===== src/rtl/board_pkg.sv =====
// rtl/board_pkg.sv - shared board geometry, cell type, renderer states and address helpers
package board_pkg;

  localparam int BOARD_W    = 10;
  localparam int BOARD_H    = 20;
  localparam int CELL_SHIFT = 4;
  localparam int NCELLS     = BOARD_W * BOARD_H;
  localparam int COORD_W    = 7;
  localparam int COLOR_W    = 16;
  localparam int PIX_W      = 10;

  typedef struct packed {
    logic [COORD_W-1:0] x;
    logic [COORD_W-1:0] y;
  } cell_t;

  typedef enum logic [2:0] {
    ST_CLEAR,
    ST_IDLE,
    ST_CAPTURE,
    ST_ERASE,
    ST_DRAW
  } state_t;

  // y*10 as y*8 + y*2; only meaningful for rows below BOARD_H
  function automatic logic [7:0] row_base(input logic [4:0] row);
    return {row, 3'b000} + {2'b00, row, 1'b0};
  endfunction

  // Returns {in_range, y*BOARD_W + x}
  function automatic logic [8:0] cell_addr(input cell_t c);
    logic [10:0] s;
    logic        ok;
    s  = {1'b0, c.y, 3'b000} + {3'b000, c.y, 1'b0} + {4'b0000, c.x};
    ok = (c.x < 7'(BOARD_W)) && (c.y < 7'(BOARD_H));
    return {ok, s[7:0]};
  endfunction

endpackage


===== src/rtl/board_tile_renderer_if.sv =====
// rtl/board_tile_renderer_if.sv - piece input, pixel lookup and status signals of the renderer
interface board_tile_renderer_if;
  import board_pkg::*;

  logic                            frame_clk;
  logic [3:0][COORD_W-1:0]         blockXPos;
  logic [3:0][COORD_W-1:0]         blockYPos;
  logic [COLOR_W-1:0]              blockColor;
  logic [PIX_W-1:0]                DrawX;
  logic [PIX_W-1:0]                DrawY;
  logic [COLOR_W-1:0]              pixel_color;
  logic                            pixel_in_board;
  logic                            busy;

  modport master (
    output frame_clk, blockXPos, blockYPos, blockColor, DrawX, DrawY,
    input  pixel_color, pixel_in_board, busy
  );

  modport slave (
    input  frame_clk, blockXPos, blockYPos, blockColor, DrawX, DrawY,
    output pixel_color, pixel_in_board, busy
  );

endinterface


===== src/rtl/board_tile_renderer_tile_ram.sv =====
// rtl/board_tile_renderer_tile_ram.sv - 200x16 simple dual-port tile colour RAM, read returns old data on collision
module tile_ram
  import board_pkg::*;
(
  input  logic               i_clk,
  input  logic               i_we,
  input  logic [7:0]         i_waddr,
  input  logic [COLOR_W-1:0] i_wdata,
  input  logic [7:0]         i_raddr,
  output logic [COLOR_W-1:0] o_rdata
);

  logic [COLOR_W-1:0] r_mem [NCELLS];
  logic [COLOR_W-1:0] r_rdata;

  always_ff @(posedge i_clk) begin
    if (i_we) begin
      r_mem[i_waddr] <= i_wdata;
    end
    r_rdata <= r_mem[i_raddr];
  end

  assign o_rdata = r_rdata;

endmodule


===== src/rtl/board_tile_renderer.sv =====
// rtl/board_tile_renderer.sv - keeps the tile RAM in step with the falling piece and serves pixel colours
module board_tile_renderer
  import board_pkg::*;
#(
  parameter int                 ORIGIN_X = 240,
  parameter int                 ORIGIN_Y = 80,
  parameter logic [COLOR_W-1:0] BG_COLOR = 16'h0000
) (
  input  logic                  Clk,
  input  logic                  Reset,
  board_tile_renderer_if.slave  bus
);

  logic               r_sync1, r_sync2, r_sync3;
  logic               w_tick;
  state_t             r_state, w_state_next;
  logic [7:0]         r_idx, w_idx_next;
  logic               r_pending, w_pending_next;
  cell_t              r_snap [4];
  cell_t              r_drawn [4];
  logic [COLOR_W-1:0] r_snap_color, r_last_color;
  logic               r_drawn_valid;
  logic               w_capture, w_commit;
  logic               w_we;
  logic [7:0]         w_waddr;
  logic [COLOR_W-1:0] w_wdata;
  logic [8:0]         w_ca;
  logic [1:0]         w_sub;

  assign w_tick = r_sync2 & ~r_sync3;
  assign w_sub  = r_idx[1:0];

  always_comb begin
    w_state_next   = r_state;
    w_idx_next     = r_idx;
    w_pending_next = r_pending;
    w_capture      = 1'b0;
    w_commit       = 1'b0;
    w_we           = 1'b0;
    w_waddr        = r_idx;
    w_wdata        = BG_COLOR;
    w_ca           = cell_addr(r_drawn[w_sub]);

    if (w_tick && (r_state != ST_IDLE)) begin
      w_pending_next = 1'b1;
    end

    case (r_state)
      ST_CLEAR: begin
        w_we = 1'b1;
        if (r_idx == 8'(NCELLS - 1)) begin
          w_idx_next = '0;
          if (w_pending_next) begin
            w_state_next   = ST_CAPTURE;
            w_pending_next = 1'b0;
          end else begin
            w_state_next = ST_IDLE;
          end
        end else begin
          w_idx_next = r_idx + 8'd1;
        end
      end
      ST_IDLE: begin
        if (w_tick || r_pending) begin
          w_state_next   = ST_CAPTURE;
          w_pending_next = 1'b0;
        end
      end
      ST_CAPTURE: begin
        w_capture  = 1'b1;
        w_idx_next = '0;
        // A colour change means the previous piece landed: leave it on the board
        if (r_drawn_valid && (bus.blockColor == r_last_color)) begin
          w_state_next = ST_ERASE;
        end else begin
          w_state_next = ST_DRAW;
        end
      end
      ST_ERASE: begin
        w_we    = w_ca[8];
        w_waddr = w_ca[7:0];
        if (w_sub == 2'd3) begin
          w_idx_next   = '0;
          w_state_next = ST_DRAW;
        end else begin
          w_idx_next = r_idx + 8'd1;
        end
      end
      ST_DRAW: begin
        w_ca    = cell_addr(r_snap[w_sub]);
        w_we    = w_ca[8];
        w_waddr = w_ca[7:0];
        w_wdata = r_snap_color;
        if (w_sub == 2'd3) begin
          w_idx_next = '0;
          w_commit   = 1'b1;
          if (w_pending_next) begin
            w_state_next   = ST_CAPTURE;
            w_pending_next = 1'b0;
          end else begin
            w_state_next = ST_IDLE;
          end
        end else begin
          w_idx_next = r_idx + 8'd1;
        end
      end
      default: begin
        w_state_next = ST_CLEAR;
        w_idx_next   = '0;
      end
    endcase
  end

  always_ff @(posedge Clk or posedge Reset) begin
    if (Reset) begin
      r_sync1       <= 1'b0;
      r_sync2       <= 1'b0;
      r_sync3       <= 1'b0;
      r_state       <= ST_CLEAR;
      r_idx         <= '0;
      r_pending     <= 1'b0;
      r_snap_color  <= '0;
      r_last_color  <= '0;
      r_drawn_valid <= 1'b0;
      for (int i = 0; i < 4; i++) begin
        r_snap[i]  <= '0;
        r_drawn[i] <= '0;
      end
    end else begin
      r_sync1   <= bus.frame_clk;
      r_sync2   <= r_sync1;
      r_sync3   <= r_sync2;
      r_state   <= w_state_next;
      r_idx     <= w_idx_next;
      r_pending <= w_pending_next;
      if (w_capture) begin
        for (int i = 0; i < 4; i++) begin
          r_snap[i] <= '{x: bus.blockXPos[i], y: bus.blockYPos[i]};
        end
        r_snap_color <= bus.blockColor;
      end
      if (w_commit) begin
        for (int i = 0; i < 4; i++) begin
          r_drawn[i] <= r_snap[i];
        end
        r_last_color  <= r_snap_color;
        r_drawn_valid <= 1'b1;
      end
    end
  end

  logic [PIX_W-1:0]   w_rx, w_ry, w_cx, w_cy;
  logic               w_in_board;
  logic [7:0]         w_raddr;
  logic [COLOR_W-1:0] w_rdata;
  logic               r_in_board, r_pix_sel;

  assign w_rx       = bus.DrawX - PIX_W'(ORIGIN_X);
  assign w_ry       = bus.DrawY - PIX_W'(ORIGIN_Y);
  assign w_cx       = w_rx >> CELL_SHIFT;
  assign w_cy       = w_ry >> CELL_SHIFT;
  assign w_in_board = (bus.DrawX >= PIX_W'(ORIGIN_X)) && (w_cx < PIX_W'(BOARD_W)) &&
                      (bus.DrawY >= PIX_W'(ORIGIN_Y)) && (w_cy < PIX_W'(BOARD_H));
  assign w_raddr    = w_in_board ? (row_base(w_cy[4:0]) + {4'b0000, w_cx[3:0]}) : 8'd0;

  tile_ram u_ram (
    .i_clk   (Clk),
    .i_we    (w_we),
    .i_waddr (w_waddr),
    .i_wdata (w_wdata),
    .i_raddr (w_raddr),
    .o_rdata (w_rdata)
  );

  // RAM read data is already registered; the select is registered alongside it
  always_ff @(posedge Clk or posedge Reset) begin
    if (Reset) begin
      r_in_board <= 1'b0;
      r_pix_sel  <= 1'b0;
    end else begin
      r_in_board <= w_in_board;
      r_pix_sel  <= w_in_board && (r_state != ST_CLEAR);
    end
  end

  assign bus.pixel_in_board = r_in_board;
  assign bus.pixel_color    = r_pix_sel ? w_rdata : BG_COLOR;
  assign bus.busy           = (r_state != ST_IDLE);

endmodule


===== src/flat_wrapper.sv =====
// flat-port wrapper written by rule: the top's interface ports become plain ports
module board_tile_renderer_flat import board_pkg::*;
#(
  parameter int                 ORIGIN_X = 240,
  parameter int                 ORIGIN_Y = 80,
  parameter logic [COLOR_W-1:0] BG_COLOR = 16'h0000
)
  (Clk, Reset, bus_frame_clk, bus_blockXPos, bus_blockYPos, bus_blockColor, bus_DrawX, bus_DrawY, bus_pixel_color, bus_pixel_in_board, bus_busy);
  board_tile_renderer_if bus_i ();
  input  logic Clk;
  input  logic Reset;
  input wire logic [$bits(bus_i.frame_clk)-1:0] bus_frame_clk;
  input wire logic [$bits(bus_i.blockXPos)-1:0] bus_blockXPos;
  input wire logic [$bits(bus_i.blockYPos)-1:0] bus_blockYPos;
  input wire logic [$bits(bus_i.blockColor)-1:0] bus_blockColor;
  input wire logic [$bits(bus_i.DrawX)-1:0] bus_DrawX;
  input wire logic [$bits(bus_i.DrawY)-1:0] bus_DrawY;
  output wire logic [$bits(bus_i.pixel_color)-1:0] bus_pixel_color;
  output wire logic [$bits(bus_i.pixel_in_board)-1:0] bus_pixel_in_board;
  output wire logic [$bits(bus_i.busy)-1:0] bus_busy;
  assign bus_i.frame_clk = bus_frame_clk;
  assign bus_i.blockXPos = bus_blockXPos;
  assign bus_i.blockYPos = bus_blockYPos;
  assign bus_i.blockColor = bus_blockColor;
  assign bus_i.DrawX = bus_DrawX;
  assign bus_i.DrawY = bus_DrawY;
  assign bus_pixel_color = bus_i.pixel_color;
  assign bus_pixel_in_board = bus_i.pixel_in_board;
  assign bus_busy = bus_i.busy;
  board_tile_renderer #(.ORIGIN_X(ORIGIN_X), .ORIGIN_Y(ORIGIN_Y), .BG_COLOR(BG_COLOR)) u_core (.Clk(Clk), .Reset(Reset), .bus(bus_i));
endmodule

===== config.mk =====
export PLATFORM = sky130hd
export DESIGN_NAME = board_tile_renderer_flat
export DESIGN_NICKNAME = d
export VERILOG_FILES = /design/src/rtl/board_pkg.sv /design/src/rtl/board_tile_renderer_if.sv /design/src/rtl/board_tile_renderer_tile_ram.sv /design/src/rtl/board_tile_renderer.sv /design/src/flat_wrapper.sv
export SDC_FILE = /design/constraint.sdc
export NUM_CORES = 2
export LEC_CHECK = 0
export CORE_ASPECT_RATIO = 1.2
export CORE_UTILIZATION = 40
export DETAILED_ROUTE_END_ITERATION = 8
export HOLD_SLACK_MARGIN = 0.1
export PLACE_DENSITY = 0.52
export SYNTH_ARGS = -nofsm -noshare
export SYNTH_HDL_FRONTEND = slang
export SYNTH_HIERARCHICAL = 1
export SYNTH_SLANG_ARGS = --single-unit

===== constraint.sdc =====
create_clock -name Clk -period 7.2 [get_ports Clk]
set_input_delay 2.16 -clock Clk [delete_from_list [all_inputs] [get_ports Clk]]
set_output_delay 2.16 -clock Clk [all_outputs]
set_load 0.005 [all_outputs]

==> results.yml <==
clock_network:
  maximum_clock_path_buffer_count: 4
  post_cts_hold_buffer_count: 0
  post_cts_setup_buffer_count: 0
  cts_sinks: 3378
  worst_setup_hold_path_clk_slew_ns: 0.06
  cts.repair.resized: 0
  cts_root_buf: "sky130_fd_sc_hd__clkbuf_16"
  cts-htree-levels: 5
  cts-buffers-inserted: 345
  insertion_delay_ns: 0.95
  cts_tree: "built"
sta:
  timing.final.hold_violations: 0
  timing.max_slew.rel_slack_pct: 8.06
  fin_tns_setup_ns: 0
  setup_violations: 0
  final_max_slew_viol_count: 0
  timing.clock.skew_ns: 0.0576
  clock.fmax_mhz: 152
  rsz0062_at_grt: "no"
  worst_pin_slew_ns: 1.38
  hold_ws_ns: 0.355
  finalWorstSetupSlack_ns: 0.611
  finalCritPeriodShare_pct: 91.5
  layout_min_cycle_time_ns: 6.59
logic_synthesis:
  synth_nets: 6076
  area_of_the_mapped_netlist_mm2: 0.132
  post_synth_xor_area_fraction_pct: 0.245
  seq_cells_post_synth: 3378
  ys_types: 71
  yosys_warnings: 6
  synth_sequential_area_ratio_pct: 76.1
  yosys-top-cells-area: "sky130_fd_sc_hd__edfxtp_1 73%, sky130_fd_sc_hd__mux4_2 15%, sky130_fd_sc_hd__dfrtp_1 3.1%"
  synth_largest_type_area_fraction_pct: 72.8
  postSynthAreaPerCell_um2: 22.2
  synth_most_common_cell: "sky130_fd_sc_hd__edfxtp_1"
  combinational_family_with_the_most_area_after_synthesis: "multiplexers"
  yosys-mux-area-fraction_pct: 17.6
  synth_commonest_cells: "3200 x sky130_fd_sc_hd__edfxtp_1, 896 x sky130_fd_sc_hd__mux4_2, 257 x sky130_fd_sc_hd__nor2_1"
  synth_simple_gate_area_share_pct: 2.06
  synth_ff_type: "sky130_fd_sc_hd__edfxtp_1"
  synth_top_cell_by_area: "sky130_fd_sc_hd__edfxtp_1"
  synth-edff-count: 3200
  synth_compound_gate_area_share_pct: 1.99
  post_synth_inst_count: 5941
  yosys.area_share.adder_pct: 0.447
  async_set_reset_flop_share_out_of_synthesis_pct: 4.80
power:
  static_power_due_to_leakage_nw: 40.5
  cellPowerDensity_mw_per_mm2: 257
  vdd_ir_drop_max_mv: 0.191
  p_total_mw: 39.7
global_routing:
  global_route.overflow_total: 0
  grt_start_max_net_pins: 201
  track_usage_pct: 22.0
  number_of_global_route_vias_before_repair: 66700
  grt_first_pass_wirelength_um: 516000
  grt_antenna_before_repair: 16
layout:
  final_cell_area_mm2: 0.155
  synthToLayoutAreaGrowth_pct: 17.0
  finalNonFillerCells: 11300
  layout.core_utilization_pct: 47.1
  final_net_count: 6895
  drive_gt1_share_pct: 34.4
critical_path:
  cp_data_arrival_time_ns: 7.35
  timing.critical_path.slowest_stage_cell: "sky130_fd_sc_hd__nor4_1"
  worstPathCellList: "clkdlybuf4s50_1 > inv_1 > ha_1 > xnor2_1 > fa_1 > fa_1 > buf_4 > xnor2_1 > nor2_4 > buf_12 > buf_12 > mux2_2 > o211ai_1 > o31ai_1 > nor4_1 > buf_4 > o32ai_1"
  cp_top_family: "buffers and inverters"
  path_buf_inv: 6
  kind_of_end_point_of_the_critical_path: "register"
  cp.required_ns: 7.96
  crit_type: "in -> reg"
  startpoint_type: "primary input"
  crit_fanout: 18
  delay_of_the_slowest_cell_on_the_worst_path_ns: 0.64
die:
  floorplan.core_area_mm2: 0.328
  die_width_um: 527
  dieHeight_um: 631
  io-pin-count: 113
  fp.dieArea_mm2: 0.332
  starting_density_of_the_core_pct: 40.3
  num_rows: 230
route:
  route.vias.total: 64400
  avgViaCountPerCell: 5.68
  wirelength_um: 366000
  drtAntennaViolNets: 0
  dr.pass1.iters: 7
  drc_errors: 0
  routedWlPerCell_um: 32.3
  detail_route.iter0.violations: 6427
flow_run:
  drv.max_cap_violation_count: 0
placement:
  portBuffers: 108
  gp_routability_congestion: 0.824
  detailed_place.area_mm2: 0.143
  post_place_worst_slack_ns: -0.302
  dp_wirelength_um: 226000
  dpl.cell_count: 10700
min_path:
  min-delay-path-class: "reg -> reg"
status:
  run_status: "complete, no violations"
-- path summary, 6_finish.rpt --
path | to | slack [ns] | from | depth (start not counted)
max in group asynchronous | u_core/r_drawn[30] | 4.26 | Reset | 3
min in group asynchronous | u_core/r_snap[27] | 1.65 | Reset | 2
min | u_core/r_sync2 | 0.35 | u_core/r_sync1 | 0
max | u_core/u_ram/o_rdata[4] | 0.61 | bus_DrawY[5] | 17
max reg2reg | u_core/u_ram/r_mem[168][11] | 1.03 | u_core/r_idx[0] | 13
min reg2reg | u_core/r_sync2 | 0.35 | u_core/r_sync1 | 0
-- layout by cell type, fill, tap and decap left out, types with 16 or more instances in the layout --
cell | Yosys | final
sky130_fd_sc_hd__o22ai_1 | 46 | 46
sky130_fd_sc_hd__inv_1 | 37 | 35
sky130_fd_sc_hd__nand2_1 | 104 | 104
sky130_fd_sc_hd__a22oi_1 | 43 | 43
sky130_fd_sc_hd__mux2_2 | 157 | 157
sky130_fd_sc_hd__nor2b_1 | 44 | 40
sky130_fd_sc_hd__clkinv_2 | 0 | 50
sky130_fd_sc_hd__a22o_1 | 29 | 29
sky130_fd_sc_hd__dfrtp_1 | 162 | 161
sky130_fd_sc_hd__dfxtp_1 | 16 | 16
sky130_fd_sc_hd__o21ai_0 | 49 | 49
sky130_fd_sc_hd__edfxtp_1 | 3200 | 3200
sky130_fd_sc_hd__clkinv_1 | 0 | 75
sky130_fd_sc_hd__ha_1 | 28 | 28
sky130_fd_sc_hd__clkbuf_1 | 107 | 67
sky130_fd_sc_hd__nor3_1 | 32 | 26
sky130_fd_sc_hd__xor2_1 | 20 | 20
sky130_fd_sc_hd__buf_4 | 53 | 599
sky130_fd_sc_hd__mux4_2 | 896 | 896
sky130_fd_sc_hd__nor4_1 | 20 | 18
sky130_fd_sc_hd__clkdlybuf4s50_1 | 0 | 108
sky130_fd_sc_hd__and2_1 | 52 | 35
sky130_fd_sc_hd__nand3_1 | 23 | 23
sky130_fd_sc_hd__a211oi_1 | 52 | 52
sky130_fd_sc_hd__buf_12 | 3 | 91
sky130_fd_sc_hd__nor2_1 | 257 | 105
sky130_fd_sc_hd__mux2i_1 | 100 | 100
sky130_fd_sc_hd__a221oi_1 | 23 | 23
sky130_fd_sc_hd__nor2_2 | 0 | 142
sky130_fd_sc_hd__clkbuf_16 | 0 | 352
sky130_fd_sc_hd__a21oi_1 | 47 | 47
sky130_fd_sc_hd__and2_4 | 0 | 16
sky130_fd_sc_hd__bufinv_16 | 0 | 24
sky130_fd_sc_hd__nand2b_1 | 17 | 17
sky130_fd_sc_hd__xnor2_1 | 17 | 17
-- cell families (layout without fill, tap and decap cells) --
group	Yosys count	in the layout
and+or+nand+nor	585	585
other	0	7
AOI/OAI and AO/OA	374	374
adders and majority gates	40	40
buffers and inverters	363	1458
DFF	3378	3378
xor gates and xnor gates	37	37
muxes	1164	1164
-- state kept, by name (all words and copies together), names as in the netlist --
signal,flops
u_core/r_sync3,1
u_core/r_snap,56
u_core/u_ram/o_rdata,16
u_core/r_pending,1
u_core/r_drawn_valid,1
u_core/r_sync1,1
u_core/r_drawn,56
u_core/u_ram/r_mem,3200
u_core/r_pix_sel,1
u_core/r_sync2,1
u_core/bus.pixel_in_board,1
u_core/r_last_color,16
u_core/r_idx,8
u_core/r_snap_color,16
u_core/r_state,3
-- cell type report --
type / instances / area, um^2
clock inverters: 190 / 1830
diodes: 7 / 17.5
fillers: 27000 / 173000
clock buffers: 433 / 9240
multi-input cells: 2200 / 30100
flip-flops and latches: 3378 / 100000
repair buffers: 798 / 7400
well taps: 4292 / 5370
inverters: 37 / 146
-- power by group --
group	total, mW	switching, mW	internal [mW]
combinational	0.838	0.492	0.346
clock	17.6	7.63	10.0
sequential	21.2	0.00512	21.2
total	39.7	8.13	31.5
-- routing by layer --
metal  vias up  track usage (%)  share of wire, %
li1      26700                -                 -
met1     35200             29.2                40
met2      2066             37.6                51
met3       437             3.36               6.1
met4         8             6.05               2.8
met5         -                0             0.015
No activity file was read; power rests on OpenSTA's default activity.
